$ cat config.mk
export PLATFORM = sky130hd
export DESIGN_NAME = led_pattern_seq
export DESIGN_NICKNAME = d
export VERILOG_FILES = /design/src/rtl/led_pattern_seq.sv
export SDC_FILE = /design/constraint.sdc
export NUM_CORES = 1
export LEC_CHECK = 0
export CAP_MARGIN = 30
export CORE_ASPECT_RATIO = 1.1
export CORE_MARGIN = 4
export CORE_UTILIZATION = 25
export CTS_BUF_LIST = sky130_fd_sc_hd__clkbuf_4 sky130_fd_sc_hd__clkbuf_8
export CTS_CLUSTER_DIAMETER = 50
export DETAILED_ROUTE_END_ITERATION = 6
export GPL_ROUTABILITY_DRIVEN = 0
export PLACE_DENSITY_LB_ADDON = 0.08
export REMOVE_ABC_BUFFERS = 1
export SLEW_MARGIN = 20
export SYNTH_ARGS = -nofsm -noshare
export SYNTH_HDL_FRONTEND = slang
export SYNTH_SLANG_ARGS = --single-unit
export TNS_END_PERCENT = 20
$ cat constraint.sdc
create_clock -name clk -period 2.2 [get_ports clk]
set_clock_uncertainty 0.2 [all_clocks]
set_input_delay 0.33 -clock clk [delete_from_list [all_inputs] [get_ports clk]]
set_output_delay 0.33 -clock clk [all_outputs]
set_load 0.05 [all_outputs]
$ cat src/rtl/led_pattern_seq.sv
// LED pattern source: tick divider, debounced mode button, 4-bit pattern stepper driving active-low LEDs.
// Optional `fast` input (quarter tick period) is compiled in when LED_SPEED_EN is defined.
module led_pattern_seq #(
  parameter int unsigned TICK_DIV   = 2500000,
  parameter int unsigned DEB_CYCLES = 1000000
) (
  input  logic       clk,
  input  logic       rst,
`ifdef LED_SPEED_EN
  input  logic       fast,
`endif
  input  logic       key_n,
  output logic [3:0] led,
  output logic [1:0] mode,
  output logic       tick
);

  typedef enum logic [1:0] {
    SHIFT_L = 2'd0,
    SHIFT_R = 2'd1,
    COUNT   = 2'd2,
    ALT     = 2'd3
  } mode_e;

  localparam logic [31:0] WRAP_SLOW = 32'(TICK_DIV - 1);
`ifdef LED_SPEED_EN
  localparam logic [31:0] WRAP_FAST = 32'((TICK_DIV >> 2) - 1);
`endif
  localparam logic [23:0] DEB_LAST  = 24'(DEB_CYCLES - 1);

  logic [31:0] cnt_q, cnt_d;
  logic        tick_q, tick_d;
  logic [31:0] wrap_lim;
  logic        sync1_q, sync1_d, sync2_q, sync2_d;
  logic        deb_q, deb_d;
  logic [23:0] deb_cnt_q, deb_cnt_d;
  logic        press_q, press_d;
  mode_e       state_q, state_d;
  logic [3:0]  pattern_q, pattern_d;

  // ">=" rather than "==" so raising fast past the short limit wraps on the next cycle.
  always_comb begin
    wrap_lim = WRAP_SLOW;
`ifdef LED_SPEED_EN
    if (fast) wrap_lim = WRAP_FAST;
`endif
    tick_d = (cnt_q >= wrap_lim);
    cnt_d  = tick_d ? 32'd0 : cnt_q + 32'd1;
  end

  always_comb begin
    sync1_d   = key_n;
    sync2_d   = sync1_q;
    deb_d     = deb_q;
    deb_cnt_d = 24'd0;
    if (sync2_q != deb_q) begin
      if (deb_cnt_q == DEB_LAST) begin
        deb_d = sync2_q;
      end else begin
        deb_cnt_d = deb_cnt_q + 24'd1;
      end
    end
    press_d = deb_q & ~deb_d;
  end

  // A press outranks a coincident tick: the seed is loaded and that step is dropped.
  always_comb begin
    state_d   = state_q;
    pattern_d = pattern_q;
    if (press_q) begin
      case (state_q)
        SHIFT_L: begin state_d = SHIFT_R; pattern_d = 4'b1000; end
        SHIFT_R: begin state_d = COUNT;   pattern_d = 4'b0000; end
        COUNT:   begin state_d = ALT;     pattern_d = 4'b0101; end
        ALT:     begin state_d = SHIFT_L; pattern_d = 4'b0001; end
        default: ;
      endcase
    end else if (tick_q) begin
      case (state_q)
        SHIFT_L: pattern_d = {pattern_q[2:0], pattern_q[3]};
        SHIFT_R: pattern_d = {pattern_q[0], pattern_q[3:1]};
        COUNT:   pattern_d = pattern_q + 4'd1;
        ALT:     pattern_d = ~pattern_q;
        default: ;
      endcase
    end
  end

  always_ff @(posedge clk or posedge rst) begin
    if (rst) begin
      cnt_q     <= 32'd0;
      tick_q    <= 1'b0;
      sync1_q   <= 1'b1;
      sync2_q   <= 1'b1;
      deb_q     <= 1'b1;
      deb_cnt_q <= 24'd0;
      press_q   <= 1'b0;
      state_q   <= SHIFT_L;
      pattern_q <= 4'b0001;
    end else begin
      cnt_q     <= cnt_d;
      tick_q    <= tick_d;
      sync1_q   <= sync1_d;
      sync2_q   <= sync2_d;
      deb_q     <= deb_d;
      deb_cnt_q <= deb_cnt_d;
      press_q   <= press_d;
      state_q   <= state_d;
      pattern_q <= pattern_d;
    end
  end

  assign led  = ~pattern_q;
  assign mode = state_q;
  assign tick = tick_q;

endmodule
==> flow_summary.ini, run 1 <==
[die]
core_area_sq_mm = 0.01321
die_area_sq_mm = 0.01543
dieHeight_um = 129.9
initial_core_util_pct = 25.56
rows = 44
io_pins = 10
die_w_um = 118.8

[detailed_routing]
drtPass1Iterations = 4
viasPerCell = 4.861
vias = 2654
drt_wl_total_um = 7866
wl_per_cell_um = 14.41
ant_nets = 0
drc = 0
drtIter0Drc = 166

[cts]
cts-root-buf = clkbuf_8
clk_latency_ns = 0.36
cts_tree = built
cts.clk_slew.worst_paths_ns = 0.08
post_cts_buffers = 0
h-tree-depth = 3
numCtsBuffers = 9
clkSinkCount = 67
clockBufferDepth = 2
ctsHoldBuffers = 0

[outcome]
status = complete, no violations

[synthesis]
muxShareOfSynthArea_pct = 0.3335
synthArstFlopShare_pct = 100.0
synth_compound_area_share_pct = 11.67
synthCells = 337
synth_top_area_cell = dfrtp_1
ys_types = 50
synthFlopType = dfrtp_1
synthAdderAreaFrac_pct = 2.594
synth_top_family_by_area = simple AND/OR/NAND/NOR gates
synth-edff-count = 0
yosys-top-cells-count = dfrtp_1 (63), nand2_1 (23), nor2_1 (23)
ys_warn_count = 0
synthXorXnorAreaFrac_pct = 6.743
synth_seq_cells = 67
syn_avg_cell_area_sq_um = 10.02
netlist_area_sq_mm = 0.003377
yosysTopAreaCellShare_pct = 46.68
synth_most_common_cell = dfrtp_1
synth-simple-area-share_pct = 25.08
ys_top_cells_by_area = dfrtp_1 (47%), xnor2_1 (4.4%), nor3_1 (3.3%)
ys_seq_area_share_pct = 49.80

[timing]
max_freq_mhz = 475.5
finalCritPeriodShare_pct = 95.60
slew_violations = 0
tightest_slew_ns = 0.5021
timing.setup.tns_ns = 0
slew_headroom_pct = 66.47
hold_viol = 0
finalCriticalPeriod_ns = 2.103
rsz0062_at_grt = no
fin_hold_ws_ns = 0.05459
setup_viol = 0

[critical_path]
crit_buf_inv = 0
r2r-end = deb_cnt_q[23]
cp.depth = 4
cp_common_cell = or4_1
crit_type = reg -> reg
reg2reg_from = deb_cnt_q[5]
cp_top_family = simple AND/OR/NAND/NOR gates
start_kind = flop
cp.arrival_ns = 2.18
crit_start = deb_cnt_q[5]
slowest_stage = or4_1
r2r_setup_slack_ns = 0.1
cp_cell_sequence = nand3_4 > or4_1 > or4_1 > a21oi_1
cp_max_fo = 9
max_stage_delay_ns = 0.61
worst_setup_path_end_kind = flop
cp-endpoint = deb_cnt_q[23]
worstRegToRegCells = 4
worst_ep_required_time_ns = 2.28

[cells_and_area]
nNetsFinal = 390
layout-area-overhead-vs-synth_pct = 20.71
n_antenna_cell = 0
finalInstanceArea_sq_mm = 0.004076
drive_gt1_share_pct = 18.96

[grt]
grt_usage_pct = 11.21
gr-total-overflow = 0
antenna_found_initial = 0
grt_max_degree = 37
grt_first_pass_wirelength_um = 13700
grt_pass1_vias = 2681

[power]
power.share.combinational_pct = 3.5
ir_drop_mv = 0.5020
intPower_uw = 1806
clockPowerShare_pct = 43.9
p_seq_share_pct = 52.7
p_sw_share_pct = 24.59
leakage_uw = 0.001621
powerDensity_mw_per_mm2 = 587.6
p_sw_uw = 589.1

[place]
place_hpwl_um = 5413
port-buffer-count = 9
placed_cell_area_sq_mm = 0.003854

[worst_hold_path]
hp-class = in -> async

[job]
drv_cap = 0
## worst min-delay path by stage
stage	from	end	slack, ns	depth (start not counted)
after floorplan	key_n	sync1_q	0.13	0
after global placement	sync1_q	sync2_q	0.17	0
after detailed placement	sync1_q	sync2_q	0.17	0
after CTS	rst	deb_cnt_q[10]	0.05	2
after global routing	rst	deb_cnt_q[9]	0.06	2
final	rst	deb_cnt_q[10]	0.05	2
## metrics by stage
| stage | cells | setup slack (ns) | total power [uW] | utilization (%) |
|---|---|---|---|---|
| detailed placement | 530 | 0.03666 | 1372 | 29.17 |
| floorplan | 334 | -0.7384 | 1330 | - |
| global route | 546 | 0.02617 | 2520 | 30.85 |
| CTS | 546 | 0.01694 | 2450 | 30.67 |
| global placement | 530 | 0.05139 | 1372 | 29.17 |
| finish | 546 | 0.09685 | 2395 | 30.85 |
## logic make-up (layout without fill, tap and decap cells)
logic type,Yosys count,count (layout)
compound gates,60,60
xor+xnor,26,26
fa+ha+maj,7,7
buf+inv,28,67
flops,67,67
mux,1,1
other cells,1,10
simple gates,147,147
## layer usage
layer	wire length, um	vias up	track usage [%]
met1	3753	1290	14.90
met3	247	16	2.557
met4	192	0	6.203
li1	-	1315	-
met2	3673	33	16.99
met5	0	-	0
## power groups by stage
stage	Sequential, uW	Combinational, uW	Clock (uW)
6_report	1260	83.0	1050
5_1_grt	1260	96.2	1160
4_1_cts	1260	87.0	1100
3_5_place_dp	1290	87.1	0
3_3_place_gp	1280	87.1	0
2_1_floorplan	1280	46.6	0
## worst reg2reg max path, stage by stage, from the launching register on
cell,delay (ns)
dfrtp_1,0.42
nand3_4,0.15
or4_1,0.61
or4_1,0.49
a21oi_1,0.16
## cells in the final DEF, fill, tap and decap left out, types with 9 or more instances in the layout
cell,n
conb_1,10
nand3_1,20
o31ai_1,9
nor2_1,23
xor2_1,9
nand2_1,23
a21oi_1,15
nor3_1,22
or4_1,9
dfrtp_1,61
nor4_1,9
clkbuf_8,9
o21ai_0,13
xnor2_1,17
buf_4,28
inv_1,15
## timing repair
| action | CTS | global route |
|---|---|---|
| cloned | 0 | 0 |
| gates resized for setup | 1 | 8 |
| pin swaps | 0 | 3 |
| endpoints found under the setup margin | 1 | 8 |
## sequential cells by signal (all words and copies together), names as in the netlist
signal and count:
sync2_q 1, deb_cnt_q 24, sync1_q 1, tick 1
press_q 1, mode 2, deb_q 1, cnt_q 32
pattern_q 4
## layout make-up
| type | instances | area [sq um] |
|---|---|---|
| fillers | 1388 | 9136 |
| flip-flops and latches | 67 | 1684 |
| multi-input cells | 251 | 1627 |
| repair buffers | 35 | 304.0 |
| well taps | 161 | 201.4 |
| clock buffers | 9 | 123.9 |
| clock inverters | 7 | 76.32 |
| inverters | 16 | 60.06 |
No activity file was read; power rests on OpenSTA's default activity.
==> run 2, diff against run 1 <==
--- a/config.mk
+++ b/config.mk
@@ -9,7 +9,6 @@
 export CORE_ASPECT_RATIO = 1.1
 export CORE_MARGIN = 4
 export CORE_UTILIZATION = 25
-export CTS_BUF_LIST = sky130_fd_sc_hd__clkbuf_4 sky130_fd_sc_hd__clkbuf_8
 export CTS_CLUSTER_DIAMETER = 50
 export DETAILED_ROUTE_END_ITERATION = 6
 export GPL_ROUTABILITY_DRIVEN = 0
==> constraint.sdc (replaced) <==
create_clock -name clk -period 2.2 [get_ports clk]
set_clock_uncertainty 0.2 [all_clocks]
set_input_delay 0.44 -clock clk [delete_from_list [all_inputs] [get_ports clk]]
set_output_delay 0.44 -clock clk [all_outputs]
set_load 0.05 [all_outputs]
==> run 2 against run 1 <==
  * Flip-flop and latch count unchanged
  * Critical path depth is 1 higher
  * Clock-buffer cell count increased by 1
  * Combinational power about the same
  * Fmax is 1.1% lower
  * Non-clock buffer count shrank 1
  * Register-to-register slack got worse by 0.02 ns
  * Cell count decreased by 0.18%
  * Hold slack gained 0.11 ns
  * Cell area increased by 3.6%
  * Clock power grew 71%
  * Critical endpoint is now deb_cnt_q[22]
  * Highest routed layer unchanged
==> flow_summary.ini, run 2 (synthesis results as in run 1) <==
[outcome]
status = complete, no violations

[timing]
setup_viol = 0
timing.setup.tns_ns = 0
rsz0062_at_grt = yes
max_freq_mhz = 470.3
fin_hold_ws_ns = 0.1664
slew_violations = 0
hold_viol = 0
finalCriticalPeriod_ns = 2.126
finalCritPeriodShare_pct = 96.65

[critical_path]
max_stage_delay_ns = 0.54
cp_top_family = simple AND/OR/NAND/NOR gates
cp_max_fo = 3
cp.arrival_ns = 2.19
start_kind = flop
crit_buf_inv = 0
cp_common_cell = or4_4
slowest_stage = or4_4
r2r_setup_slack_ns = 0.07
worst_setup_path_end_kind = flop
crit_type = reg -> reg
cp_cell_sequence = ha_2 > nand4_4 > or4_4 > or4_4 > a21oi_2
worst_ep_required_time_ns = 2.26

[cts]
h-tree-depth = 3
cts_tree = built
clk_latency_ns = 0.33
clockBufferDepth = 2
cts.clk_slew.worst_paths_ns = 0.06
cts-root-buf = clkbuf_16
ctsHoldBuffers = 0
clkSinkCount = 67
numCtsBuffers = 9

[detailed_routing]
drc = 0
drtIter0Drc = 118
drtPass1Iterations = 4
drt_wl_total_um = 7670
wl_per_cell_um = 14.07
vias = 2599
ant_nets = 0
viasPerCell = 4.769

[power]
ir_drop_mv = 0.3196
powerDensity_mw_per_mm2 = 745.6
leakage_uw = 0.001665
power.total_uw = 3150

[cells_and_area]
most-common-layout-cells = dfrtp_1 (62), buf_4 (29), nand2_1 (23), nor2_1 (23), nor3_1 (22)
n_antenna_cell = 0
layout_commonest_cell = dfrtp_1
fillers = 1363
largestRegisters = cnt_q x32, deb_cnt_q x24, pattern_q x4
drive_gt1_share_pct = 18.49
top_register = cnt_q
utilization_pct = 31.97
post_layout_nonfiller_instances = 545
largest_reg_flops = 32
layout-area-overhead-vs-synth_pct = 25.08
nNetsFinal = 389

[die]
core_area_sq_mm = 0.01321
rows = 44
die_w_um = 118.8
io_pins = 10
initial_core_util_pct = 25.56
dieHeight_um = 129.9
die_area_sq_mm = 0.01543

[grt]
antenna_found_initial = 0
grt_usage_pct = 10.87
grt_first_pass_wirelength_um = 13240
grt_pass1_vias = 2597
gr-total-overflow = 0
grt_max_degree = 38

[job]
drv_cap = 0

[place]
port-buffer-count = 9
dp.cells = 529
place_hpwl_um = 5300

[worst_hold_path]
hp-class = reg -> reg
run 2: cell type report:
class / count / area, sq um / area share [%]
Tap cell: 161 / 201.4 / 4.769
Timing Repair Buffer: 34 / 286.5 / 6.783
Inverter: 16 / 60.06 / 1.422
Clock inverter: 6 / 136.4 / 3.229
Sequential cell: 67 / 1683 / 39.84
Multi-Input combinational cell: 251 / 1618 / 38.30
Clock buffer: 10 / 239.0 / 5.658
run 2: timing repair:
action / CTS / global route
setup buffers: 0 / 0
setup endpoints to repair: 1 / 4
gates resized for setup: 1 / 3
pin swaps: 0 / 3
run 2: power by group:
| group | internal [uW] | total, uW | switching (uW) |
|---|---|---|---|
| sequential | 1250 | 1260 | 10.5 |
| clock | 1250 | 1800 | 550 |
| combinational | 28.0 | 82.7 | 54.6 |
run 2: worst paths after layout:
path / startpoint / to / depth (start not counted)
max in group asynchronous: rst / pattern_q[0] / 3
min in group asynchronous: rst / deb_cnt_q[8] / 2
min reg2reg: sync1_q / sync2_q / 0
max: deb_cnt_q[1] / deb_cnt_q[22] / 5
min: sync1_q / sync2_q / 0
max reg2reg: deb_cnt_q[1] / deb_cnt_q[22] / 5
run 2: stage by stage:
stage | area (sq um) | setup WS, ns
after global placement | 3841 | 0.05201
after detailed placement | 3841 | 0.03618
after CTS | 4215 | 0.02756
after global routing | 4224 | -0.0006979
final | 4224 | 0.07380
after floorplan | 3347 | -0.7384
run 2: per-layer routing:
layer | up-vias | share of wire (%) | track usage, %
li1 | 1319 | - | -
met1 | 1241 | 49 | 13.38
met2 | 25 | 46 | 17.56
met3 | 14 | 2.4 | 2.687
met4 | 0 | 2.5 | 6.135
met5 | - | 0 | 0
==> run 3, diff against run 2 <==
--- a/config.mk
+++ b/config.mk
@@ -8,7 +8,8 @@
 export CAP_MARGIN = 30
 export CORE_ASPECT_RATIO = 1.1
 export CORE_MARGIN = 4
-export CORE_UTILIZATION = 25
+export CORE_UTILIZATION = 52
+export CTS_BUF_LIST = sky130_fd_sc_hd__clkbuf_4 sky130_fd_sc_hd__clkbuf_8 sky130_fd_sc_hd__clkbuf_16
 export CTS_CLUSTER_DIAMETER = 50
 export DETAILED_ROUTE_END_ITERATION = 6
 export GPL_ROUTABILITY_DRIVEN = 0
==> run 3 against run 2 <==
  * First-iteration DRC count is 15% higher
  * Critical path depth did not move
  * Worst setup slack worse by 0.029 ns
  * Power fell by 28%
  * Critical path type unchanged
  * Highest routed layer unchanged
==> flow_summary.ini, run 3 (synthesis results as in run 1) <==
[cells_and_area]
post_layout_nonfiller_instances = 458
fillers = 535
n_antenna_cell = 0
finalInstanceArea_sq_mm = 0.003889
drive_gt1_share_pct = 17.99
nNetsFinal = 383
top_register = cnt_q
layout-area-overhead-vs-synth_pct = 15.15
layout_commonest_cell = dfrtp_1
largestRegisters = cnt_q x32, deb_cnt_q x24, pattern_q x4
most-common-layout-cells = dfrtp_1 (60), buf_4 (24), nand2_1 (23), nor2_1 (23), nor3_1 (22)
largest_reg_flops = 32

[grt]
grt_first_pass_wirelength_um = 11330
antenna_found_initial = 0
gr-total-overflow = 0
grt_usage_pct = 17.96
grt_max_degree = 68
grt_pass1_vias = 2555

[place]
post-place-ws_ns = 0.02662
placed_cell_area_sq_mm = 0.003682
place_hpwl_um = 4480
dp.cells = 442
port-buffer-count = 9

[critical_path]
cp.arrival_ns = 2.22
worstRegToRegCells = 5
crit_type = reg -> reg
start_kind = flop
worst_setup_path_end_kind = flop
worst_ep_required_time_ns = 2.27
cp_max_fo = 3

[worst_hold_path]
whs_path_depth = 0
hp-class = reg -> reg

[timing]
setup_viol = 0
finalCriticalPeriod_ns = 2.155
finalWorstSetupSlack_ns = 0.04522
slew_violations = 0
hold_viol = 0
rsz0062_at_grt = yes
max_freq_mhz = 464.1
finalCritPeriodShare_pct = 97.94
timing.setup.tns_ns = 0

[detailed_routing]
drt_wl_total_um = 6450
drtPass1Iterations = 4
viasPerCell = 5.585
wl_per_cell_um = 14.08
vias = 2558
drtIter0Drc = 136
drc = 0
ant_nets = 0

[die]
die_area_sq_mm = 0.007849
io_pins = 10
initial_core_util_pct = 54.20
rows = 30
core_area_sq_mm = 0.006231
dieHeight_um = 92.52
die_w_um = 84.84

[cts]
cts.clk_slew.worst_paths_ns = 0.07
cts_tree = built
clk_latency_ns = 0.34
cts-root-buf = clkbuf_8
numCtsBuffers = 9
ctsHoldBuffers = 0
h-tree-depth = 3
clkSinkCount = 67
clockBufferDepth = 2

[power]
powerDensity_mw_per_mm2 = 584.2
ir_drop_mv = 0.3527
leakage_uw = 0.001541

[outcome]
status = complete, no violations

[job]
drv_cap = 0
## run 3: report_power, final
group	internal [uW]	switching, uW	total, uW
logic	25.3	52.0	77.3
clock network	479	452	931
registers	1250	12.7	1260
total	1760	516	2270
## run 3: per-stage QoR
stage | utilization [%] | power, uW | hold slack [ns]
detailed placement | 59.10 | 1363 | 0.1579
global route | 62.41 | 2372 | 0.1706
CTS | 62.03 | 2303 | 0.1680
floorplan | - | 1330 | 0.1452
global placement | 59.10 | 1361 | 0.1589
finish | 62.41 | 2272 | 0.1678
## run 3: what timing repair did
| item | CTS | global route |
|---|---|---|
| setup buffers | 0 | 0 |
| gates resized for setup | 1 | 7 |
| setup endpoints to repair | 1 | 20 |
| pin swaps | 0 | 1 |
## run 3: cell type report
| cell class | count | area [sq um] | area share (%) |
|---|---|---|---|
| sequential | 67 | 1685 | 43.34 |
| multi-input combinational | 251 | 1630 | 41.92 |
| timing repair buffer | 28 | 229.0 | 5.888 |
| clock buffer | 12 | 158.9 | 4.086 |
| tap | 80 | 100.1 | 2.574 |
| inverter | 16 | 60.06 | 1.544 |
| clock inverter | 4 | 25.02 | 0.6435 |
## run 3: worst paths after layout
check	start	end	slack, ns
max in group asynchronous	rst	deb_q	1.19
max reg2reg	deb_cnt_q[1]	deb_cnt_q[22]	0.05
min in group asynchronous	rst	deb_cnt_q[4]	0.29
min reg2reg	sync1_q	sync2_q	0.17
min	sync1_q	sync2_q	0.17
max	deb_cnt_q[1]	deb_cnt_q[22]	0.05
## run 3: critical path, cell delays in order (launching register included)
cell and delay [ns]:
dfrtp_1 0.41, ha_4 0.17, nand4_4 0.10, or4_4 0.55
or4_4 0.52, a21oi_2 0.13
## run 3: per-layer routing
metal | global-route usage (%) | share of wire (%) | vias to the layer above | routed length (um)
met1 | 22.63 | 47 | 1224 | 3052
met3 | 2.936 | 2.1 | 13 | 135
met2 | 29.90 | 48 | 24 | 3120
li1 | - | - | 1297 | -
met5 | 0 | 0 | - | 0
met4 | 8.839 | 2.2 | 0 | 142
